## src/rtl/unified_mem_arbiter.sv

```systemverilog
// -----------------------------------------------------------------------------
// unified_mem_arbiter
//
// Shares one fixed-latency memory port between the IF stage (fetch) and the
// MEM stage (load/store). Accesses are serialised through IDLE -> ISSUE ->
// WAIT. Each requester gets a registered read-data word, a one-cycle done
// pulse and a combinational stall signal.
//
// Optional feature macro: ARB_ROUND_ROBIN_EN
//   defined   : when both requesters are eligible, the one not served last wins
//   undefined : fixed DM-over-IF priority, no pointer register
//
// Parameters
//   ADDR_W   address width
//   DATA_W   data width
//   MEM_LAT  cycles from the mem_en cycle to the mem_rdata-valid cycle (1..15)
//
// Ports
//   CLK, Reset_L                  clock, asynchronous active-low reset
//   if_req/if_addr                fetch request (held until if_done)
//   if_rdata/if_done/if_stall     fetch result, done pulse, stall
//   dm_req/dm_we/dm_addr/dm_wdata data request (held until dm_done)
//   dm_rdata/dm_done/dm_stall     load result, done pulse, stall
//   mem_en/mem_we/mem_addr/mem_wdata/mem_rdata  memory port
// -----------------------------------------------------------------------------
module unified_mem_arbiter #(
  parameter int ADDR_W  = 32,
  parameter int DATA_W  = 32,
  parameter int MEM_LAT = 2
) (
  input  logic              CLK,
  input  logic              Reset_L,
  input  logic              if_req,
  input  logic [ADDR_W-1:0] if_addr,
  output logic [DATA_W-1:0] if_rdata,
  output logic              if_done,
  output logic              if_stall,
  input  logic              dm_req,
  input  logic              dm_we,
  input  logic [ADDR_W-1:0] dm_addr,
  input  logic [DATA_W-1:0] dm_wdata,
  output logic [DATA_W-1:0] dm_rdata,
  output logic              dm_done,
  output logic              dm_stall,
  output logic              mem_en,
  output logic              mem_we,
  output logic [ADDR_W-1:0] mem_addr,
  output logic [DATA_W-1:0] mem_wdata,
  input  logic [DATA_W-1:0] mem_rdata
);

  localparam logic [1:0] ST_IDLE  = 2'd0;
  localparam logic [1:0] ST_ISSUE = 2'd1;
  localparam logic [1:0] ST_WAIT  = 2'd2;

  localparam logic OWN_IF = 1'b0;
  localparam logic OWN_DM = 1'b1;

  // Counter value loaded in ISSUE; WAIT with the counter at zero is the
  // cycle in which mem_rdata is valid, so MEM_LAT=1 needs no special path.
  localparam logic [3:0] LAT_M1 = 4'(MEM_LAT - 1);

  logic [1:0]        state_q,     state_d;
  logic [3:0]        cnt_q,       cnt_d;
  logic              owner_q,     owner_d;
  logic              mem_en_q,    mem_en_d;
  logic              mem_we_q,    mem_we_d;
  logic [ADDR_W-1:0] mem_addr_q,  mem_addr_d;
  logic [DATA_W-1:0] mem_wdata_q, mem_wdata_d;
  logic [DATA_W-1:0] if_rdata_q,  if_rdata_d;
  logic [DATA_W-1:0] dm_rdata_q,  dm_rdata_d;
  logic              if_done_q,   if_done_d;
  logic              dm_done_q,   dm_done_d;

  logic if_elig_s;
  logic dm_elig_s;
  logic grant_any_s;
  logic grant_dm_s;

  // A requester's req is still held during its own done cycle; mask it so
  // the completed access is not re-issued.
  assign if_elig_s   = if_req & ~if_done_q;
  assign dm_elig_s   = dm_req & ~dm_done_q;
  assign grant_any_s = if_elig_s | dm_elig_s;

`ifdef ARB_ROUND_ROBIN_EN
  // rr_q names the requester preferred on the next collision.
  logic rr_q, rr_d;

  // Grant selection: preferred requester wins a collision.
  always_comb begin
    grant_dm_s = 1'b0;
    if (dm_elig_s && if_elig_s) begin
      grant_dm_s = (rr_q == OWN_DM);
    end else begin
      grant_dm_s = dm_elig_s;
    end
  end

  // Pointer moves to the other requester on every grant.
  always_comb begin
    rr_d = rr_q;
    if ((state_q == ST_IDLE) && grant_any_s) begin
      rr_d = grant_dm_s ? OWN_IF : OWN_DM;
    end else begin
      rr_d = rr_q;
    end
  end

  // Round-robin pointer register.
  always_ff @(posedge CLK or negedge Reset_L) begin
    if (!Reset_L) begin
      rr_q <= OWN_DM;
    end else begin
      rr_q <= rr_d;
    end
  end
`else
  // Fixed priority: the data access belongs to the older instruction.
  assign grant_dm_s = dm_elig_s;
`endif

  // Access sequencer next-state and datapath.
  always_comb begin
    state_d     = state_q;
    cnt_d       = cnt_q;
    owner_d     = owner_q;
    mem_en_d    = 1'b0;
    mem_we_d    = mem_we_q;
    mem_addr_d  = mem_addr_q;
    mem_wdata_d = mem_wdata_q;
    if_rdata_d  = if_rdata_q;
    dm_rdata_d  = dm_rdata_q;
    if_done_d   = 1'b0;
    dm_done_d   = 1'b0;
    case (state_q)
      ST_IDLE: begin
        if (grant_any_s) begin
          state_d  = ST_ISSUE;
          mem_en_d = 1'b1;
          owner_d  = grant_dm_s ? OWN_DM : OWN_IF;
          if (grant_dm_s) begin
            mem_we_d    = dm_we;
            mem_addr_d  = dm_addr;
            mem_wdata_d = dm_wdata;
          end else begin
            mem_we_d    = 1'b0;
            mem_addr_d  = if_addr;
            mem_wdata_d = {DATA_W{1'b0}};
          end
        end else begin
          state_d = ST_IDLE;
        end
      end
      ST_ISSUE: begin
        cnt_d   = LAT_M1;
        state_d = ST_WAIT;
      end
      ST_WAIT: begin
        if (cnt_q == 4'd0) begin
          state_d = ST_IDLE;
          if (owner_q == OWN_DM) begin
            dm_done_d = 1'b1;
            // A store leaves the load-data register untouched.
            if (!mem_we_q) begin
              dm_rdata_d = mem_rdata;
            end else begin
              dm_rdata_d = dm_rdata_q;
            end
          end else begin
            if_done_d  = 1'b1;
            if_rdata_d = mem_rdata;
          end
        end else begin
          cnt_d = cnt_q - 4'd1;
        end
      end
      default: begin
        state_d = ST_IDLE;
      end
    endcase
  end

  // State and output registers; reset aborts any in-flight access.
  always_ff @(posedge CLK or negedge Reset_L) begin
    if (!Reset_L) begin
      state_q     <= ST_IDLE;
      cnt_q       <= 4'd0;
      owner_q     <= OWN_IF;
      mem_en_q    <= 1'b0;
      mem_we_q    <= 1'b0;
      mem_addr_q  <= {ADDR_W{1'b0}};
      mem_wdata_q <= {DATA_W{1'b0}};
      if_rdata_q  <= {DATA_W{1'b0}};
      dm_rdata_q  <= {DATA_W{1'b0}};
      if_done_q   <= 1'b0;
      dm_done_q   <= 1'b0;
    end else begin
      state_q     <= state_d;
      cnt_q       <= cnt_d;
      owner_q     <= owner_d;
      mem_en_q    <= mem_en_d;
      mem_we_q    <= mem_we_d;
      mem_addr_q  <= mem_addr_d;
      mem_wdata_q <= mem_wdata_d;
      if_rdata_q  <= if_rdata_d;
      dm_rdata_q  <= dm_rdata_d;
      if_done_q   <= if_done_d;
      dm_done_q   <= dm_done_d;
    end
  end

  assign mem_en    = mem_en_q;
  assign mem_we    = mem_we_q;
  assign mem_addr  = mem_addr_q;
  assign mem_wdata = mem_wdata_q;
  assign if_rdata  = if_rdata_q;
  assign dm_rdata  = dm_rdata_q;
  assign if_done   = if_done_q;
  assign dm_done   = dm_done_q;

  // Stalls drop in the done cycle itself, with no registered delay.
  assign if_stall = if_req & ~if_done_q;
  assign dm_stall = dm_req & ~dm_done_q;

endmodule

```

## config.mk

```make
export PLATFORM = sky130hd
export DESIGN_NAME = unified_mem_arbiter
export DESIGN_NICKNAME = d
export VERILOG_FILES = /design/src/rtl/unified_mem_arbiter.sv
export SDC_FILE = /design/constraint.sdc
export NUM_CORES = 1
export LEC_CHECK = 0
export CORE_MARGIN = 1
export CORE_UTILIZATION = 41
export CTS_CLUSTER_SIZE = 14
export DETAILED_ROUTE_END_ITERATION = 7
export PLACE_DENSITY = 0.79
export SYNTH_ARGS = -nofsm -noshare
export SYNTH_HDL_FRONTEND = slang
export SYNTH_SLANG_ARGS = --single-unit
export TNS_END_PERCENT = 20
```

## constraint.sdc

```tcl
create_clock -name CLK -period 2.2 [get_ports CLK]
set_input_delay 0.55 -clock CLK [delete_from_list [all_inputs] [get_ports CLK]]
set_output_delay 0.55 -clock CLK [all_outputs]
set_load 0.01 [all_outputs]
```

---- Yosys cells after proc, flatten, opt, wreduce, memory -nomap -nowiden ----
Cells that the tools add are included.
storage, ports and cells
  bits of input ports ..................... 133
  bits in registers ....................... 139
operators by class
  multiplexer cells ....................... 17
  bitwise logic cells ..................... 7
  eq/ne operators ......................... 4
  reduce and logical (&&, ||, !) cells .... 7
  add/sub/neg operators ................... 1
operator list
  operator               number
  $mux W32               2
  $mux W1                11
  $pmux W4 S2            1
  $pmux W2 S3            1
  $logic_not A4 Y1       1
  $mux W4                1
  $ne A2 B2 Y1 const B   2
  $not A1 Y1             4
  $reduce_and A2 Y1      2
  $reduce_and A4 Y1      1
  $sub A4 B1 Y4 const B  1
  $reduce_and A3 Y1      1
  $and A1 B1 Y1          2
  $eq A2 B1 Y1 const B   1
  $eq A2 B2 Y1 const B   1
  $logic_not A2 Y1       1
  $mux W2                1
  $reduce_bool A2 Y1     1
  $or A1 B1 Y1           1

---- Logic depth before layout (Yosys ltp) ----
Gate-level depths: netlist of the first run.
  depth in word-level cells ............... 5
  mapped depth ............................ 7

---- Least setup slack after synthesis of the first run ----
OpenSTA, ideal clock, no wires.
  path type ............................... register to register
  start point ............................. register cnt_q[0]
  end point ............................... register if_rdata_q[10] (netlist: if_rdata[10])
  path buffers ............................ 1
  arrival ................................. 1.807 ns
  cell stages (with the launch flop) ...... 7
  setup time .............................. 0.125 ns
  clock period less this slack ............ 1.932 ns
  slack ................................... 0.268 ns
  cell sequence ........................... dfrtp_1 > inv_1 > ha_1 > or3b_4 > nor3_4 > buf_6 > mux2_2
between the ends
  word-level cells in the longest chain between the ends .. 2
ends and longest elaborated chain
  element                      RTL line  text
  from (decl)                  64        logic [3:0] cnt_q, cnt_d;
  from (signal assigned)       200       cnt_q <= cnt_d;
  $logic_not A4 Y1             160       if (cnt_q == 4'd0) begin
  $reduce_and A3 Y1 (no line)  -
  to (signal assigned)         194       if_rdata_q <= {DATA_W{1'b0}};
  to (signal assigned)         206       if_rdata_q <= if_rdata_d;
  to (decl)                    70        logic [DATA_W-1:0] if_rdata_q, if_rdata_d;
No other way between the ends.
A chain may end at the register's enable or synchronous reset.

---- Worst setup path in the final report of the first run ----
  start point ............................. register cnt_q[0]
  end point ............................... register if_rdata_q[20] (netlist: if_rdata[20])
Same word-level chain as after synthesis.

==> results.json, run 1 <==
{
  "netlist_area_um2": 5600,
  "yosysWarnings": 0,
  "htreeDepth": 4,
  "leakagePower_nw": 3.87,
  "grt_pass1_wl_mm": 22.8,
  "critPathArrivalTime_ns": 2.35,
  "syn-instance-count": 360,
  "dr.first_iter.drc_count": 156,
  "rsz0062_at_grt": "false",
  "cap_violations": 0,
  "fin_tns_setup_ns": 0,
  "grt_pass1_vias": 4398,
  "multi_input_area_um2": 2000,
  "pin_count": 267,
  "fin_hold_ws_ns": 0.503,
  "synth.area.top_cells": "dfrtp_1 62%, mux2_2 26%, a22o_1 5.2%, buf_2 0.71%, clkbuf_1 0.67%",
  "seqCellArea_um2": 3480,
  "post-route-period-util_pct": 93.5,
  "critPathSlowestCell": "or3b_4",
  "drc": 0,
  "std_cell_rows": 42,
  "yosysUniqueCellTypes": 29,
  "wire_per_inst_um": 17.2,
  "cp_max_fo": 33,
  "crit_family": "simple AND/OR/NAND/NOR gates",
  "hp-class": "reg -> reg",
  "clock_skew_ns": 0.00704,
  "power.density_nw_per_um2": 1420,
  "rr_worst_depth": 6,
  "initial_core_util_pct": 42.2,
  "startpoint_type": "flip-flop",
  "outcome": "finished, final reports clean",
  "crit_buf_inv": 2,
  "hold_viol": 0,
  "syn_to_final_growth_pct": 63.1,
  "tritoncts": "built",
  "antenna_found_initial": 0,
  "cp-end-kind": "flip-flop",
  "die_w_um": 119,
  "grt_overflow": 0,
  "slowest_delay_ns": 0.41,
  "clock_sinks": 139,
  "die_y_um": 119,
  "clockRootBuffer": "clkbuf_16",
  "ys_ff_latch": 139,
  "path_cells": "inv_1 > ha_1 > or3b_4 > nor3_4 > buf_12 > mux2_2",
  "slew_violations": 0,
  "diodes": 0,
  "vias": 4039,
  "setup_viol": 0,
  "cts_buffers": 17,
  "clk-insertion-delay-late_ns": 0.41,
  "viasPerCell": 4.91,
  "seq_power_share_pct": 34.7,
  "fin_cells": 823,
  "p_sw_share_pct": 29.4,
  "io_buffers": 266,
  "critPathRequiredTime_ns": 2.49,
  "yosysTopAreaCell": "dfrtp_1",
  "post-dp-hpwl_mm": 10.2,
  "ctsLongestPathBuffers": 2,
  "drt_first_pass_iters": 4,
  "cp.depth": 6,
  "ir_drop_mv": 0.880,
  "nets": 769,
  "worstMarginPinSlew_ns": 1.20,
  "finalCriticalPeriod_ns": 2.06,
  "fin_util_pct": 68.7,
  "pwr-share-comb_pct": 42.2,
  "track_usage_pct": 21.1,
  "syn-num-nets": 495,
  "place.gp.congestion": 0.760,
  "wl_mm": 14.2,
  "ant_nets": 0,
  "grt_max_degree": 59,
  "yosysSeqAreaShare_pct": 62.1,
  "fmax_mhz": 486,
  "slew_headroom_pct": 19.9,
  "whs_path_depth": 1,
  "p_sw_w": 0.00382,
  "synth_area_per_cell_um2": 15.6,
  "clockPowerShare_pct": 23.0,
  "nFillCells": 960,
  "critPathKind": "reg -> reg",
  "dp_cells": 790,
  "synth_top_area_share_pct": 62.1,
  "intPower_w": 0.00916,
  "drive_gt1_share_pct": 27.0,
  "path_clk_slew_ns": 0.06,
  "core_area_um2": 13300,
  "cts_setup_buffers": 0,
  "dieArea_um2": 14100,
  "p_total_w": 0.0130
}
-- cells in the mapped netlist (all sizes together) --
| cell | number |
|---|---|
| nand2b | 3 |
| a22o | 33 |
| buf | 11 |
| nor2 | 1 |
| and3 | 2 |
| o41ai | 1 |
| inv | 5 |
| a221oi | 1 |
| mux2 | 128 |
| a21oi | 2 |
| o31ai | 2 |
| nor3 | 2 |
| dfrtp | 139 |
| o21ai | 2 |
| nand3b | 2 |
| ha | 2 |
| nand2 | 1 |
| nor2b | 3 |
| nand4b | 2 |
| a21o | 2 |
| nor3b | 1 |
| or3b | 1 |
| or3 | 1 |
| clkbuf | 10 |
| nand3 | 3 |
-- repair_timing --
action / CTS / global route
setup endpoints to repair: 2 / 0
endpoints found under the hold margin: 23 / 0
hold buffers: 1 / 0
gates resized for setup: 3 / 0
-- power groups by stage --
stage	sequential [W]	combinational [W]	clock, W
2_1_floorplan	0.00496	0.00192	0
3_3_place_gp	0.00447	0.00539	0
3_5_place_dp	0.00454	0.00553	0
4_1_cts	0.00452	0.00556	0.00307
5_1_grt	0.00468	0.00582	0.00319
6_report	0.00451	0.00548	0.00299
-- layout by cell type (no fill, tap or decap), types with 3 or more instances in the layout --
cell type,count
dfrtp_1,139
buf_12,4
nand2b_1,3
mux2_2,128
inv_1,4
clkbuf_16,17
clkdlybuf4s50_1,263
a22o_1,33
clkinv_2,3
nand3_1,3
bufinv_16,4
buf_4,5
-- worst register-to-register path, stage by stage (launching register included) --
cell and delay (ns):
dfrtp_1 0.39, inv_1 0.12, ha_1 0.19, or3b_4 0.41, nor3_4 0.20, buf_12 0.23, mux2_2 0.41
-- registers in the layout, indices dropped and copies added, names as in the netlist --
signal,flops
mem_en,1
dm_done,1
mem_wdata,32
owner_q,1
state_q,2
cnt_q,4
if_rdata,32
dm_rdata,32
mem_we,1
if_done,1
mem_addr,32
-- final timing paths --
kind                         startpoint           end  slack [ns]
setup / recovery               cnt_q[0]  if_rdata[20]        0.14
hold / removal             if_rdata[16]  if_rdata[16]        0.50
setup reg to reg               cnt_q[0]  if_rdata[20]        0.14
hold reg to reg            if_rdata[16]  if_rdata[16]        0.50
max in group asynchronous       Reset_L  mem_addr[14]        1.05
min in group asynchronous       Reset_L  mem_addr[29]        0.57
-- per-layer routing --
layer	share of wire (%)	global-route usage [%]
met2	51	36.6
met3	8.2	7.66
met1	38	23.3
met4	2.1	9.02
met5	0	0
-- logic make-up (layout without fill, tap and decap cells) --
kind of cell / after synthesis / after routing / synth area share, %
compound gates: 43 / 43 / 6.56
flops: 139 / 139 / 62.1
buf+inv: 26 / 313 / 2.32
fa+ha+maj: 2 / 2 / 0.446
simple gates: 22 / 22 / 2.88
mux: 128 / 128 / 25.7
-- layout make-up --
cell class | count | area share (%)
tap | 176 | 2.41
clock inverter | 11 | 1.83
inverter | 5 | 0.205
clock buffer | 21 | 5.04
sequential | 139 | 38.1
multi-input combinational | 195 | 21.9
timing repair buffer | 276 | 30.5
-- through the flow --
stage	worst slack [ns]	cell area [µm²]
floorplan	0.268	5600
global placement	-0.148	8500
detailed placement	-0.229	8500
CTS	0.136	9140
global route	0.0427	9140
finish	0.142	9140
Note: power is estimated with default switching activity, not from simulation.
==> inputs of run 2 (changes only) <==
- PLACE_DENSITY: 0.79 -> 0.92
==> run 2 against run 1 <==
Final cell count rose by 0.12%. Largest cell class unchanged. Count of clock-buffer cells in the layout increased by 2. First-iteration DRC count decreased by 14%.
==> results.json, run 2 (same netlist as run 1, synthesis figures left out) <==
{
  "outcome": "finished, final reports clean",
  "finalCriticalPeriod_ns": 2.06,
  "post-route-period-util_pct": 93.7,
  "startpoint_type": "flip-flop",
  "critPathSlowestCell": "or3b_4",
  "post-dp-hpwl_mm": 10.9,
  "final_common_cell": "clkdlybuf4s50_1",
  "drt_first_pass_iters": 4,
  "wl_mm": 14.8,
  "cap_violations": 0,
  "cts_buffers": 17,
  "clockRootBuffer": "clkbuf_16",
  "p_total_w": 0.0130,
  "postLayoutSetupSlackWorst_ns": 0.138,
  "multi_input_area_um2": 2010,
  "slew_violations": 0,
  "grt_max_degree": 48,
  "placed_area_um2": 8530,
  "clk-insertion-delay-late_ns": 0.42,
  "hold_viol": 0,
  "grt_pass1_wl_mm": 23.5,
  "diodes": 0,
  "drc": 0,
  "fin_hold_ws_ns": 0.0602,
  "track_usage_pct": 21.7,
  "place.gp.congestion": 0.752,
  "grt_pass1_vias": 4616,
  "critPathArrivalTime_ns": 2.36,
  "crit_buf_inv": 2,
  "path_cells": "inv_1 > ha_1 > or3b_4 > nor3_4 > buf_12 > mux2_2",
  "place_ws_ns": -0.272,
  "crit_family": "simple AND/OR/NAND/NOR gates",
  "seqCellArea_um2": 3480,
  "rsz0062_at_grt": "false",
  "viasPerCell": 5.00,
  "tritoncts": "built",
  "cp-end-kind": "flip-flop",
  "grt_overflow": 0,
  "setup_viol": 0,
  "std_cell_rows": 42,
  "syn_to_final_growth_pct": 63.3,
  "worstMarginPinSlew_ns": 1.26,
  "path_clk_slew_ns": 0.06,
  "fin_tns_setup_ns": 0,
  "slowest_delay_ns": 0.40,
  "power.density_nw_per_um2": 1420,
  "drive_gt1_share_pct": 27.6,
  "ir_drop_mv": 0.729,
  "nets": 772,
  "nFillCells": 912,
  "htreeDepth": 4,
  "clock_skew_ns": 0.00637,
  "fin_area_um2": 9150,
  "die_w_um": 119,
  "die_y_um": 119,
  "initial_core_util_pct": 42.2,
  "hp-class": "in -> async",
  "core_area_um2": 13300,
  "dieArea_um2": 14100,
  "vias": 4122,
  "fmax_mhz": 485,
  "ctsLongestPathBuffers": 2,
  "final_cell_mix": "263 x clkdlybuf4s50_1, 139 x dfrtp_1, 128 x mux2_2",
  "pin_count": 267,
  "antenna_found_initial": 0,
  "clock_sinks": 139,
  "cts_hold_buf": 0,
  "slew_headroom_pct": 16.0,
  "wire_per_inst_um": 18.0,
  "critPathRequiredTime_ns": 2.50,
  "dr.first_iter.drc_count": 134,
  "io_buffers": 266,
  "ant_nets": 0,
  "critPathKind": "reg -> reg",
  "cp_max_fo": 33,
  "leakagePower_nw": 3.89
}
[run 2: timing repair]
item	CTS	global route
setup buffers	0	0
gates resized for setup	4	0
setup endpoints to repair	2	0
[run 2: where the power goes]
group	switching, W	total (W)	internal [W]	leakage, nW
clock	0.00101	0.00292	0.00191	0.301
sequential	0.000760	0.00455	0.00379	1.70
combinational	0.00206	0.00549	0.00343	1.88
total	0.00383	0.0130	0.00913	3.89
[run 2: per-layer routing]
layer  global-route usage [%]  vias up  share of wire, %
met3                     7.18       38               7.3
met1                     22.9     2032                37
met5                        0        -                 0
met2                     39.1      187                53
met4                     9.97        0               2.9
li1                         -     1865                 -
[run 2: through the flow]
step	util, %	std cells
finish	68.8	824
global route	68.8	824
CTS	68.8	824
detailed placement	64.2	794
global placement	64.2	794
floorplan	-	360
[run 2: final cells by class]
| cell class | count | share of cell area, % |
|---|---|---|
| clock buffer | 23 | 5.44 |
| clock inverter | 7 | 1.23 |
| inverter | 5 | 0.205 |
| multi-input combinational | 195 | 22.0 |
| sequential | 139 | 38.0 |
| tap | 176 | 2.41 |
| timing repair buffer | 279 | 30.7 |
[run 2: path summary, 6_finish.rpt]
path,start,end,slack (ns),cells after the start
min in group CLK,dm_rdata[19],dm_rdata[19],0.50,1
max,cnt_q[0],if_rdata[13],0.14,6
min,Reset_L,mem_addr[27],0.06,1
max reg2reg,cnt_q[0],if_rdata[13],0.14,6
max in group asynchronous,Reset_L,mem_wdata[21],1.53,2
min reg2reg,dm_rdata[19],dm_rdata[19],0.50,1
==> inputs of run 3 (changes only) <==
- CAP_MARGIN: default -> 20
- CORE_UTILIZATION: 41 -> 37
- PLACE_DENSITY: 0.92 -> 0.89
- clock period: 2.2 -> 1.75 ns (I/O delays scaled with it)
==> run 3 against run 2 <==
Design area rose by 3.5%. The run now ends with design-rule violations, negative setup slack left. Routed wire length up 7.4%. Clock skew is 0.0015 ns lower. Via count is 2.6% higher. Combinational power increased by 22%. Die area increased by 11%.
==> results.json, run 3 (same netlist as run 1, synthesis figures left out) <==
{
  "grt_overflow": 0,
  "path_clk_slew_ns": 0.05,
  "hold_viol": 0,
  "wire_per_inst_um": 18.6,
  "p_sw_w": 0.00497,
  "critPathSlowestCell": "dfrtp_1",
  "tritoncts": "built",
  "track_usage_pct": 20.3,
  "clockPowerShare_pct": 22.5,
  "grt_max_degree": 44,
  "std_cell_rows": 44,
  "p_total_w": 0.0159,
  "final_common_cell": "dfrtp_1",
  "drive_gt1_share_pct": 30.5,
  "outcome": "finished, violations left",
  "cp-end-kind": "flip-flop",
  "worstMarginPinSlew_ns": 0.392,
  "nFillCells": 1079,
  "critPathRequiredTime_ns": 2.04,
  "antenna_found_initial": 0,
  "io_buffers": 266,
  "cp_max_fo": 6,
  "hp-class": "reg -> reg",
  "pwr-share-comb_pct": 42.1,
  "cts_buffers": 17,
  "viasPerCell": 4.93,
  "fin_hold_ws_ns": 0.499,
  "slew_headroom_pct": 73.9,
  "die_y_um": 125,
  "ir_drop_mv": 0.912,
  "die_w_um": 125,
  "seq_power_share_pct": 35.4,
  "p_sw_share_pct": 31.2,
  "wl_mm": 16.0,
  "syn_to_final_growth_pct": 69.0,
  "setup_viol": 32,
  "clk-insertion-delay-late_ns": 0.40,
  "path_cells": "inv_2 > ha_4 > or3b_4 > nor3_4 > buf_8 > clkbuf_16 > mux2_2",
  "drt_first_pass_iters": 7,
  "place_ws_ns": -0.613,
  "clock_sinks": 139,
  "diodes": 0,
  "ctsLongestPathBuffers": 2,
  "cap_violations": 0,
  "seqCellArea_um2": 3480,
  "vias": 4228,
  "leakagePower_nw": 4.54,
  "core_area_um2": 14600,
  "power.density_nw_per_um2": 1680,
  "slew_violations": 0,
  "pin_count": 267,
  "drc": 40,
  "intPower_w": 0.0110,
  "grt_pass1_wl_mm": 24.7,
  "nets": 796,
  "htreeDepth": 4,
  "multi_input_area_um2": 2130,
  "slowest_delay_ns": 0.40,
  "critPathArrivalTime_ns": 2.24,
  "clockRootBuffer": "clkbuf_16",
  "critPathKind": "reg -> reg",
  "failed_checks": "design-rule violations, negative setup slack",
  "finalCriticalPeriod_ns": 1.95,
  "rsz0062_at_grt": "true",
  "initial_core_util_pct": 38.3,
  "postLayoutSetupSlackWorst_ns": -0.203,
  "post-dp-hpwl_mm": 11.1,
  "fmax_mhz": 512,
  "fin_tns_setup_ns": -5.47,
  "post-route-period-util_pct": 112,
  "startpoint_type": "flip-flop",
  "ant_nets": 0,
  "dieArea_um2": 15600,
  "clock_skew_ns": 0.00489,
  "grt_pass1_vias": 4760,
  "final_cell_mix": "139 x dfrtp_1, 131 x clkdlybuf4s50_1, 113 x dlygate4sd2_1",
  "place.gp.congestion": 0.782,
  "dr.first_iter.drc_count": 181
}
run 3: changes by cell type in the layout (fill, tap and decap cells not counted), sizes merged:
cell and delta:
clkinv -1, buf +22, dlygate4sd2 +111, clkdlybuf4s50 -132, clkinvlp +1, dlygate4sd3 +1, clkbuf +4, dlymetal6s2s +19
run 3: area by class of cell:
| cell class | count | area share, % |
|---|---|---|
| Clock inverter | 7 | 1.22 |
| Tap cell | 184 | 2.43 |
| Clock buffer | 24 | 4.98 |
| Inverter | 5 | 0.198 |
| Timing Repair Buffer | 303 | 31.9 |
| Multi-Input combinational cell | 195 | 22.5 |
| Sequential cell | 139 | 36.7 |
run 3: final timing paths:
path | startpoint | to | slack (ns) | cells past startpoint
setup reg to reg | cnt_q[1] | if_rdata[8] | -0.20 | 7
min in group asynchronous | Reset_L | dm_rdata[4] | 0.52 | 2
setup / recovery | cnt_q[1] | if_rdata[8] | -0.20 | 7
hold / removal | mem_wdata[18] | mem_wdata[18] | 0.50 | 1
max in group asynchronous | Reset_L | mem_wdata[15] | 0.66 | 3
hold reg to reg | mem_wdata[18] | mem_wdata[18] | 0.50 | 1
run 3: power groups by stage:
stage	combinational (W)	clock, W	sequential (W)
6_report	0.00670	0.00359	0.00564
5_1_grt	0.00712	0.00380	0.00583
4_1_cts	0.00656	0.00366	0.00563
3_5_place_dp	0.00720	0	0.00569
3_3_place_gp	0.00696	0	0.00559
2_1_floorplan	0.00241	0	0.00624
run 3: metal layers:
metal  up-vias  wire [µm]  global-route usage, %
met4         0        385                   9.04
li1       1912          -                      -
met5         -          0                      0
met3        29       1140                   6.46
met2       180       8580                   37.2
met1      2107       5850                   21.1
run 3: critical path: cells and delay by family, from the launching register on:
kind                     cells  cell delay [ns]
adder cells (fa/ha/maj)      1             0.12
AND/OR/NAND/NOR              2             0.53
flip-flops                   1             0.40
multiplexers                 1             0.32
buffers and inverters        3             0.46
run 3: through the flow:
stage	cell area, µm²	cells	utilization (%)
after floorplan	5600	360	-
after global placement	8630	812	58.9
after detailed placement	8630	812	58.9
after CTS	9260	852	63.2
after global routing	9470	857	64.7
final	9470	857	64.7
run 3: timing repair:
action	CTS	global route
pin swaps	16	0
resized for setup	143	40
buffers inserted	6	2
hold endpoints to repair	34	0
cloned	2	2
setup endpoints to repair	200	86
hold buffers	1	0
